`config.mk`:
```
export PLATFORM = sky130hd
export DESIGN_NAME = pch_aux_pwr_seq
export DESIGN_NICKNAME = d
export VERILOG_FILES = /design/src/rtl/pch_aux_pwr_seq_pkg.sv /design/src/rtl/seq_ms_timer.sv /design/src/rtl/pch_aux_pwr_seq.sv
export SDC_FILE = /design/constraint.sdc
export NUM_CORES = 1
export LEC_CHECK = 0
export ABC_AREA = 1
export CAP_MARGIN = 20
export CORE_ASPECT_RATIO = 2
export CORE_UTILIZATION = 54
export DETAILED_ROUTE_END_ITERATION = 7
export PLACE_DENSITY = 0.91
export RECOVER_POWER = 25
export SYNTH_ARGS = -nofsm -noshare
export SYNTH_HDL_FRONTEND = slang
export SYNTH_HIERARCHICAL = 1
export SYNTH_SLANG_ARGS = --single-unit
```
`constraint.sdc`:
```
create_clock -name iClk_2M -period 5.1 [get_ports iClk_2M]
set_input_delay 0.51 -clock iClk_2M [delete_from_list [all_inputs] [get_ports iClk_2M]]
set_output_delay 0.51 -clock iClk_2M [all_outputs]
set_load 0.1 [all_outputs]
```
`src/rtl/pch_aux_pwr_seq_pkg.sv`:
```
// Shared types for the PCH/BMC aux power sequencer: state and fault-code encodings,
// ms counter width and the "delay reached" helper used by the FSM.
package pch_aux_pwr_seq_pkg;

    localparam int MS_CNT_W = 8;

    typedef enum logic [3:0] {
        ST_OFF       = 4'd0,
        ST_P1V8      = 4'd1,
        ST_PVNN      = 4'd2,
        ST_P1V05     = 4'd3,
        ST_RSM_DLY   = 4'd4,
        ST_BMC_DLY   = 4'd5,
        ST_S5        = 4'd6,
        ST_PWROK_DLY = 4'd7,
        ST_S0        = 4'd8,
        ST_FAULT     = 4'd9
    } seq_state_t;

    typedef enum logic [1:0] {
        FC_NONE  = 2'd0,
        FC_P1V8  = 2'd1,
        FC_PVNN  = 2'd2,
        FC_P1V05 = 2'd3
    } fault_code_t;

    // True on the strobe that brings the count to the limit, so a delay of N ms
    // elapses after N strobes: between N-1 and N ms, never less.
    function automatic logic ms_reached(input logic [MS_CNT_W-1:0] count,
                                        input logic                tick,
                                        input logic [MS_CNT_W-1:0] limit);
        return tick && (({1'b0, count} + {{MS_CNT_W{1'b0}}, 1'b1}) == {1'b0, limit});
    endfunction

endpackage

```
`src/rtl/seq_ms_timer.sv`:
```
// Millisecond counter for the aux sequencer: clears on state entry, counts 1 ms
// strobes and saturates at its maximum value.
module seq_ms_timer
    import pch_aux_pwr_seq_pkg::*;
(
    input  logic                clk,
    input  logic                rst,
    input  logic                clr,
    input  logic                tick,
    output logic [MS_CNT_W-1:0] count
);

    always_ff @(posedge clk) begin
        if (rst || clr) begin
            count <= '0;
        end else if (tick && (count != {MS_CNT_W{1'b1}})) begin
            count <= count + 1'b1;
        end
    end

endmodule

```
`src/rtl/pch_aux_pwr_seq.sv`:
```
// PCH/BMC aux power sequencer: rail enables, RSMRST#/SRST# release, PCH/SYS PWROK.
// Optional macro PCH_SEQ_FAULT_LATCH_EN: fault latches until cleared instead of auto-retrying.
module pch_aux_pwr_seq
    import pch_aux_pwr_seq_pkg::*;
#(
    parameter int TIMEOUT_MS    = 100,
    parameter int RSMRST_DLY_MS = 10,
    parameter int PWROK_DLY_MS  = 1
) (
    input  logic       iClk_2M,
    input  logic       iRst,
    input  logic       i1mSCE,
    input  logic       iEnable,
    input  logic       PWRGD_P1V8_PCH_AUX_PLD,
    input  logic       PWRGD_PVNN_PCH_AUX,
    input  logic       PWRGD_P1V05_PCH_AUX,
    input  logic       FM_SLPS3_PLD_N,
    input  logic       PWRGD_PS_PWROK_PLD_R,
    input  logic       iClrFault,
    output logic       FM_PCH_P1V8_AUX_EN,
    output logic       FM_PVNN_PCH_AUX_EN,
    output logic       FM_P1V05_PCH_AUX_EN,
    output logic       RST_RSMRST_PLD_R_N,
    output logic       RST_SRST_BMC_PLD_R_N,
    output logic       PWRGD_PCH_PWROK_R,
    output logic       PWRGD_SYS_PWROK_R,
    output logic       oFault,
    output logic [1:0] oFaultCode,
    output logic [3:0] oState
);

    localparam logic [MS_CNT_W-1:0] TIMEOUT_LIM = MS_CNT_W'(TIMEOUT_MS);
    localparam logic [MS_CNT_W-1:0] RSMRST_LIM  = MS_CNT_W'(RSMRST_DLY_MS);
    localparam logic [MS_CNT_W-1:0] PWROK_LIM   = MS_CNT_W'(PWROK_DLY_MS);

    seq_state_t          state, next_state;
    fault_code_t         fault_code, next_code, lost_code;
    logic [MS_CNT_W-1:0] ms_count;
    logic                timeout_hit, rsm_hit, pwrok_hit, s0_ok, rail_watch;
    logic                p1v8_en_d, pvnn_en_d, p1v05_en_d, rsmrst_n_d, srst_n_d;
    logic                pch_pwrok_d, sys_pwrok_d, fault_d;
    logic                p1v8_en_q, pvnn_en_q, p1v05_en_q, rsmrst_n_q, srst_n_q;
    logic                pch_pwrok_q, sys_pwrok_q, fault_q;

`ifndef PCH_SEQ_FAULT_LATCH_EN
    logic unused_clr_fault;
    assign unused_clr_fault = iClrFault;
`endif

    seq_ms_timer u_ms_timer (
        .clk   (iClk_2M),
        .rst   (iRst),
        .clr   (next_state != state),
        .tick  (i1mSCE),
        .count (ms_count)
    );

    assign timeout_hit = ms_reached(ms_count, i1mSCE, TIMEOUT_LIM);
    assign rsm_hit     = ms_reached(ms_count, i1mSCE, RSMRST_LIM);
    assign pwrok_hit   = ms_reached(ms_count, i1mSCE, PWROK_LIM);
    assign s0_ok       = FM_SLPS3_PLD_N && PWRGD_PS_PWROK_PLD_R;
    assign rail_watch  = state inside {ST_RSM_DLY, ST_BMC_DLY, ST_S5, ST_PWROK_DLY, ST_S0};
    assign lost_code   = !PWRGD_P1V8_PCH_AUX_PLD ? FC_P1V8  :
                         !PWRGD_PVNN_PCH_AUX     ? FC_PVNN  :
                         !PWRGD_P1V05_PCH_AUX    ? FC_P1V05 : FC_NONE;

    always_ff @(posedge iClk_2M) begin
        if (iRst) begin
            state       <= ST_OFF;
            fault_code  <= FC_NONE;
            p1v8_en_q   <= 1'b0;
            pvnn_en_q   <= 1'b0;
            p1v05_en_q  <= 1'b0;
            rsmrst_n_q  <= 1'b0;
            srst_n_q    <= 1'b0;
            pch_pwrok_q <= 1'b0;
            sys_pwrok_q <= 1'b0;
            fault_q     <= 1'b0;
        end else begin
            state       <= next_state;
            fault_code  <= next_code;
            p1v8_en_q   <= p1v8_en_d;
            pvnn_en_q   <= pvnn_en_d;
            p1v05_en_q  <= p1v05_en_d;
            rsmrst_n_q  <= rsmrst_n_d;
            srst_n_q    <= srst_n_d;
            pch_pwrok_q <= pch_pwrok_d;
            sys_pwrok_q <= sys_pwrok_d;
            fault_q     <= fault_d;
        end
    end

    // Fault handling outranks everything; iEnable low aborts any live state;
    // a timeout is checked only in the ramp states, rail loss only once all rails are up.
    always_comb begin
        next_state = state;
        next_code  = fault_code;
        if (state == ST_FAULT) begin
`ifdef PCH_SEQ_FAULT_LATCH_EN
            if (iClrFault && !iEnable) begin
                next_state = ST_OFF;
                next_code  = FC_NONE;
            end
`else
            if (timeout_hit) begin
                next_state = ST_OFF;
            end
`endif
        end else if (!iEnable) begin
            next_state = ST_OFF;
        end else if (rail_watch && (lost_code != FC_NONE)) begin
            next_state = ST_FAULT;
            next_code  = lost_code;
        end else begin
            case (state)
                ST_OFF: next_state = ST_P1V8;
                ST_P1V8: begin
                    if (PWRGD_P1V8_PCH_AUX_PLD) begin
                        next_state = ST_PVNN;
                    end else if (timeout_hit) begin
                        next_state = ST_FAULT;
                        next_code  = FC_P1V8;
                    end
                end
                ST_PVNN: begin
                    if (PWRGD_PVNN_PCH_AUX) begin
                        next_state = ST_P1V05;
                    end else if (timeout_hit) begin
                        next_state = ST_FAULT;
                        next_code  = FC_PVNN;
                    end
                end
                ST_P1V05: begin
                    if (PWRGD_P1V05_PCH_AUX) begin
                        next_state = ST_RSM_DLY;
                    end else if (timeout_hit) begin
                        next_state = ST_FAULT;
                        next_code  = FC_P1V05;
                    end
                end
                ST_RSM_DLY: if (rsm_hit) next_state = ST_BMC_DLY;
                ST_BMC_DLY: if (rsm_hit) next_state = ST_S5;
                ST_S5:      if (s0_ok) next_state = ST_PWROK_DLY;
                ST_PWROK_DLY: begin
                    if (!s0_ok) begin
                        next_state = ST_S5;
                    end else if (pwrok_hit) begin
                        next_state = ST_S0;
                    end
                end
                ST_S0:   if (!s0_ok) next_state = ST_S5;
                default: next_state = ST_OFF;
            endcase
        end
    end

    // Outputs decode the state being entered so they change on the entry edge;
    // SYS_PWROK trails PCH_PWROK by one cycle but drops with it.
    always_comb begin
        p1v8_en_d   = next_state inside {ST_P1V8, ST_PVNN, ST_P1V05, ST_RSM_DLY,
                                         ST_BMC_DLY, ST_S5, ST_PWROK_DLY, ST_S0};
        pvnn_en_d   = next_state inside {ST_PVNN, ST_P1V05, ST_RSM_DLY,
                                         ST_BMC_DLY, ST_S5, ST_PWROK_DLY, ST_S0};
        p1v05_en_d  = next_state inside {ST_P1V05, ST_RSM_DLY,
                                         ST_BMC_DLY, ST_S5, ST_PWROK_DLY, ST_S0};
        rsmrst_n_d  = next_state inside {ST_BMC_DLY, ST_S5, ST_PWROK_DLY, ST_S0};
        srst_n_d    = next_state inside {ST_S5, ST_PWROK_DLY, ST_S0};
        pch_pwrok_d = (next_state == ST_S0);
        sys_pwrok_d = (next_state == ST_S0) && pch_pwrok_q;
        fault_d     = (next_state == ST_FAULT);
    end

    assign FM_PCH_P1V8_AUX_EN   = p1v8_en_q;
    assign FM_PVNN_PCH_AUX_EN   = pvnn_en_q;
    assign FM_P1V05_PCH_AUX_EN  = p1v05_en_q;
    assign RST_RSMRST_PLD_R_N   = rsmrst_n_q;
    assign RST_SRST_BMC_PLD_R_N = srst_n_q;
    assign PWRGD_PCH_PWROK_R    = pch_pwrok_q;
    assign PWRGD_SYS_PWROK_R    = sys_pwrok_q;
    assign oFault               = fault_q;
    assign oFaultCode           = fault_code;
    assign oState               = state;

endmodule

```
==> metrics.yaml, run 1 <==
run_status:
  status: "finished clean"
route:
  ant_nets: 0
  drc: 0
  vias: 1701
  wl_per_cell_um: 13.5
  drt_wl_total_um: 4150
  via_per_inst: 5.52
  drt_iter0_drc: 70
  dr.pass1.iters: 4
yosys:
  synth_top_flop_cell: "dfxtp_1"
  ys_warn_count: 6
  avgSynthCellArea_um2: 6.33
  synth-edff-count: 0
  yosys-top-cells-area: "dfxtp_1 (27%), nand2_1 (16%), nor2_1 (7.5%)"
  yosys.area.top_type: "dfxtp_1"
  netlist.area_leader.share: 0.274
  synthesis.area_um2: 1610
  ys_seq_area_frac: 0.274
  ys_types: 32
  synth_cells: 254
  synth-async-reset-ratio: 0
  syn-num-nets: 265
  ys_ff_latch: 22
sta:
  final.setup_skew_ns: 0.00132
  fmax_mhz: 355
  worstMarginPinSlew_ns: 0.985
  period_share: 0.552
  drv_slew: 0
  rsz0062_at_grt: "false"
  tns_ns: 0
  setup_viol: 0
  slew_headroom: 0.341
  hold_viol_final: 0
  fin_crit_ns: 2.82
power_and_ir_drop:
  power.density_nw_per_um2: 205
  ir_drop_uv: 291
  p_leak_nw: 0.911
min_path:
  hold_path.class: "flip-flop to flip-flop"
  min_to: "PWRGD_SYS_PWROK_R"
  min_from: "PWRGD_PCH_PWROK_R"
  holdPathStages: 2
global_routing:
  overflow: 0
  grtUsageTotal: 0.296
  grt_max_degree: 14
  antenna_found_initial: 0
  grt_pass1_wl_um: 6600
  grt_pass1_vias: 1586
placed_design:
  place_inst: 304
  numPortBuffers: 22
  dp_hpwl_um: 3370
  routabilityCongestion: 0.967
  place_area_um2: 1850
run:
  drv_cap: 0
floorplan:
  core-area_um2: 2800
  die-height_um: 79.2
  ios: 24
  start_util: 0.573
  die-area_um2: 3210
  die_w_um: 40.6
  num_rows: 27
clock_tree:
  clk_pin_slew_ns: 0.08
  postCtsSetupBuffers: 0
  cts_max_level: 1
  cts_resized: 0
  cts_root_buffer: "clkbuf_8"
  clock_path_buffers: 2
  cts_tree: "yes"
  insertion_delay_ns: 0.27
  ctsHoldBuffers: 0
  cts_num_sinks: 22
  cts_buffers: 3
finish:
  finalNonFillerCells: 308
  area_growth_syn_to_layout_pct: 19.4
  nets: 291
  layout-drive-gt1-share: 0.147
  num_antenna_cells: 0
  fillers: 256
  fin_area_um2: 1920
  fin_util: 0.685
worst_setup_path:
  r2r_cells: 18
  start_kind: "input port"
  arrival_ns: 3.03
  worst-setup-path-type: "input port to flip-flop"
  rr_startpoint: "u_ms_timer/count[0]"
  worst_setup_path_end_kind: "flip-flop"
  r2r_end: "u_ms_timer/count[6]"
  reg2reg_slack_ns: 2.57
  worst_ep_required_time_ns: 5.31
  cp_max_fo: 9
-- Yosys cell counts, drive strengths merged (3+ instances only) --
library cell,number
clkinv,3
nand2,82
a21oi,10
o21ai,6
inv,35
nand3,30
nand3b,3
nor3,6
nand4,6
dfxtp,22
a31oi,3
nor2,40
-- final cells by class --
type	instances	area (µm²)	share of cell area
clock buffer	3	41.3	0.0215
timing repair buffer	22	220	0.115
tap	29	36.3	0.0189
multi-input combinational	193	998	0.520
sequential	22	440	0.229
inverter	38	153	0.0795
clock inverter	1	30.0	0.0156
-- flip-flops by register name, indices dropped and copies added (netlist names) --
register	flops
oState	4
oFaultCode	2
FM_PCH_P1V8_AUX_EN	1
RST_SRST_BMC_PLD_R_N	1
RST_RSMRST_PLD_R_N	1
FM_PVNN_PCH_AUX_EN	1
PWRGD_PCH_PWROK_R	1
oFault	1
u_ms_timer/count	8
FM_P1V05_PCH_AUX_EN	1
PWRGD_SYS_PWROK_R	1
-- critical path: stages --
cell,delay [ns]
dlygate4sd3_1,0.73
inv_1,0.07
nor2_1,0.08
nand3_1,0.06
a21oi_1,0.13
nand3_1,0.20
nand2_1,0.12
nand2_1,0.06
nand3b_1,0.09
nand2_1,0.11
nand3_1,0.09
nand2_1,0.06
nor2_1,0.14
nand3_1,0.19
nor2_8,0.21
nand2_1,0.08
nor2_1,0.09
-- metal layers --
layer | GRT usage | vias to the layer above | share of wire
met2 | 0.551 | 48 | 0.57
met3 | 0.0531 | 24 | 0.028
met4 | 0.207 | 0 | 0.063
li1 | - | 865 | -
met5 | 0 | - | 0
met1 | 0.238 | 764 | 0.34
-- metrics by stage --
stage / worst slack (ns) / hold WS, ns / power, mW
3_5_place_dp: 2.15 / 0.435 / 0.232
4_1_cts: 2.40 / 0.449 / 0.397
2_1_floorplan: 2.39 / 0.480 / 0.215
6_report: 2.28 / 0.446 / 0.394
3_3_place_gp: 2.17 / 0.426 / 0.232
5_1_grt: 2.05 / 0.466 / 0.409
-- worst max path at each step --
stage               slack [ns]  cells after the start  startpoint             endpoint
floorplan                 2.39                     12   oState[0]  u_ms_timer/count[6]
global placement          2.17                     17      i1mSCE  u_ms_timer/count[6]
detailed placement        2.15                     17      i1mSCE  u_ms_timer/count[6]
CTS                       2.40                     17      i1mSCE  u_ms_timer/count[6]
global route              2.05                     17      i1mSCE  u_ms_timer/count[6]
finish                    2.28                     17      i1mSCE  u_ms_timer/count[6]
-- kinds of logic (layout without fill, tap and decap cells) --
kind of cell / Yosys count / count (layout) / share of synthesized area
buf+inv: 39 / 64 / 0.102
compound gates: 25 / 25 / 0.0973
fa+ha+maj: 1 / 1 / 0.00778
simple gates: 167 / 167 / 0.519
flops: 22 / 22 / 0.274
-- where the power goes --
part | internal, mW | total, mW | switching [mW]
logic | 0.0185 | 0.0513 | 0.0327
registers | 0.174 | 0.177 | 0.00319
clock network | 0.105 | 0.166 | 0.0607
-- cell usage in the layout, fill, tap and decap left out, types with 3 or more instances in the layout --
cell / Yosys / routed
nand2_1: 68 / 68
nor2_1: 32 / 32
inv_1: 29 / 29
nand3_1: 23 / 24
dfxtp_1: 22 / 22
clkdlybuf4s50_1: 0 / 14
nand2_2: 12 / 12
a21oi_1: 10 / 10
dlygate4sd3_1: 0 / 8
nor3_1: 6 / 6
nand3_2: 7 / 6
nand4_1: 6 / 6
inv_2: 5 / 5
nor2_2: 5 / 5
o21ai_0: 5 / 5
a31oi_1: 3 / 3
clkbuf_8: 0 / 3
Note: power is estimated with default switching activity, not from simulation.
==> inputs of run 2 (changes only) <==
Settings changed: CORE_UTILIZATION 54 to 49, PLACE_DENSITY 0.91 to 0.87.
Clock period 5.1 ns to 2.4 ns, I/O delays scaled along.
==> metrics.yaml, run 2 (same netlist as run 1, synthesis figures left out) <==
run_status:
  status: "finished clean"
clock_tree:
  insertion_delay_ns: 0.28
  cts_num_sinks: 22
  postCtsSetupBuffers: 0
  cts_tree: "yes"
  cts_root_buffer: "clkbuf_8"
  clk_pin_slew_ns: 0.08
  clock_path_buffers: 2
  cts_max_level: 1
  cts_buffers: 3
worst_setup_path:
  critPathTopFamily: "simple AND/OR/NAND/NOR gates"
  crit_end: "u_ms_timer/count[0]"
  arrival_ns: 2.44
  cp_slowest_cell: "dfxtp_2"
  cp_max_fo: 8
  rr_startpoint: "oState[0]"
  cp-startpoint: "oState[0]"
  worst-setup-path-type: "flip-flop to flip-flop"
  worst_ep_required_time_ns: 2.62
  critPathBufInv: 1
  cp_cell_sequence: "nor2_1 -> a21oi_1 -> nor3_2 -> inv_1 -> nor2_2 -> nand2_2 -> nand2_1 -> nand2_1 -> nor2_1 -> nand3_2 -> nor2_8 -> nand2_1 -> nor2_1"
  r2r_cells: 13
  critPathMaxStageDelay_ns: 0.37
  worst_setup_path_end_kind: "flip-flop"
  path_depth: 13
  r2r_end: "u_ms_timer/count[0]"
  start_kind: "flip-flop"
  reg2reg_slack_ns: 0.18
route:
  vias: 1778
  drc: 0
  wl_per_cell_um: 13.1
  drt_wl_total_um: 4380
  via_per_inst: 5.31
  drt_iter0_drc: 62
  dr.pass1.iters: 4
  ant_nets: 0
global_routing:
  grt_max_degree: 14
  grtUsageTotal: 0.268
  grt_pass1_wl_um: 7220
  antenna_found_initial: 0
  overflow: 0
  grt_pass1_vias: 1724
finish:
  area_growth_syn_to_layout_pct: 28.9
  final_cell_mix: "nand2_1 (68), nor2_1 (32), buf_4 (31), inv_1 (29), nand3_1 (22)"
  nets: 316
  num_antenna_cells: 0
  layout-drive-gt1-share: 0.273
  fillers: 288
  regArea_um2: 449
  final_common_cell: "nand2_1"
  regMostFlops: "u_ms_timer/count"
  largest_register_ffs: 8
  multi_input_area_um2: 1020
placed_design:
  routabilityCongestion: 0.986
  numPortBuffers: 22
  dp_hpwl_um: 3600
power_and_ir_drop:
  p_leak_nw: 1.02
  power.density_nw_per_um2: 413
  power_mw: 0.857
  ir_drop_uv: 373
sta:
  final.setup_skew_ns: 0.00331
  fmax_mhz: 450
  tns_ns: 0
  hold_viol_final: 0
  slew_headroom: 0.223
  period_share: 0.926
  rsz0062_at_grt: "false"
  fin_crit_ns: 2.22
  drv_slew: 0
  setup_viol: 0
  worstMarginPinSlew_ns: 1.17
min_path:
  hold_path.class: "flip-flop to flip-flop"
floorplan:
  ios: 24
  die-height_um: 83.0
  die-area_um2: 3530
  core-area_um2: 3160
  die_w_um: 42.5
  num_rows: 29
  start_util: 0.509
run:
  drv_cap: 0
[run 2: cell types whose count changed in the layout (fill, tap and decap cells not counted)]
cell             previous run  this run
clkbuf_1                    0         8
nand3_1                    24        22
clkdlybuf4s50_1            14         8
dfxtp_2                     0         7
nand3_2                     6         8
dfxtp_1                    22        15
buf_4                       0        31
dlygate4sd3_1               8         0
nor3_1                      6         4
nor3_2                      0         2
[run 2: how the worst min path moves through the flow]
stage / start / slack, ns / endpoint / cells past startpoint
floorplan: iRst / 0.30 / oState[0] / 1
global placement: PWRGD_PCH_PWROK_R / 0.43 / PWRGD_SYS_PWROK_R / 2
detailed placement: PWRGD_PCH_PWROK_R / 0.44 / PWRGD_SYS_PWROK_R / 2
CTS: PWRGD_PCH_PWROK_R / 0.45 / PWRGD_SYS_PWROK_R / 2
global route: PWRGD_PCH_PWROK_R / 0.48 / PWRGD_SYS_PWROK_R / 2
finish: PWRGD_PCH_PWROK_R / 0.44 / PWRGD_SYS_PWROK_R / 2
[run 2: per-stage QoR]
stage | cell area, µm² | hold WS (ns) | worst slack (ns) | cells | utilization
detailed placement | 2010 | 0.436 | -0.120 | 331 | 0.638
global route | 2070 | 0.485 | 0.00343 | 335 | 0.657
floorplan | 1610 | 0.305 | 0.115 | 254 | -
global placement | 2010 | 0.427 | -0.0609 | 331 | 0.638
finish | 2070 | 0.444 | 0.177 | 335 | 0.657
CTS | 2080 | 0.452 | 0.0346 | 335 | 0.660
[run 2: power by group]
part | internal [mW] | switching (mW) | leakage, nW
registers | 0.369 | 0.00440 | 0.181
clock network | 0.223 | 0.135 | 0.0357
logic | 0.0493 | 0.0751 | 0.799
[run 2: layout make-up]
| cell class | count | share of cell area |
|---|---|---|
| clock buffer | 3 | 0.0199 |
| clock inverter | 1 | 0.0145 |
| inverter | 38 | 0.0736 |
| multi-input combinational | 193 | 0.491 |
| sequential | 22 | 0.217 |
| tap | 31 | 0.0187 |
| timing repair buffer | 47 | 0.165 |
[run 2: what timing repair did]
action                                  4_1_cts  5_1_grt
hold endpoints to repair                      0        0
hold buffers                                  0        0
resized for setup                             0        6
endpoints found under the setup margin        0        8
[run 2: worst min-delay path: cells and delay by family, from the launching register on]
| family | cells | cell delay, ns |
|---|---|---|
| flops | 1 | 0.32 |
| buf+inv | 1 | 0.06 |
| simple gates | 1 | 0.03 |
[run 2: layer usage]
metal	up-vias	routed length (µm)	global-route usage
met4	0	163	0.159
met2	45	2680	0.534
met1	805	1410	0.227
met5	-	0	0
met3	12	125	0.0391
li1	916	-	-
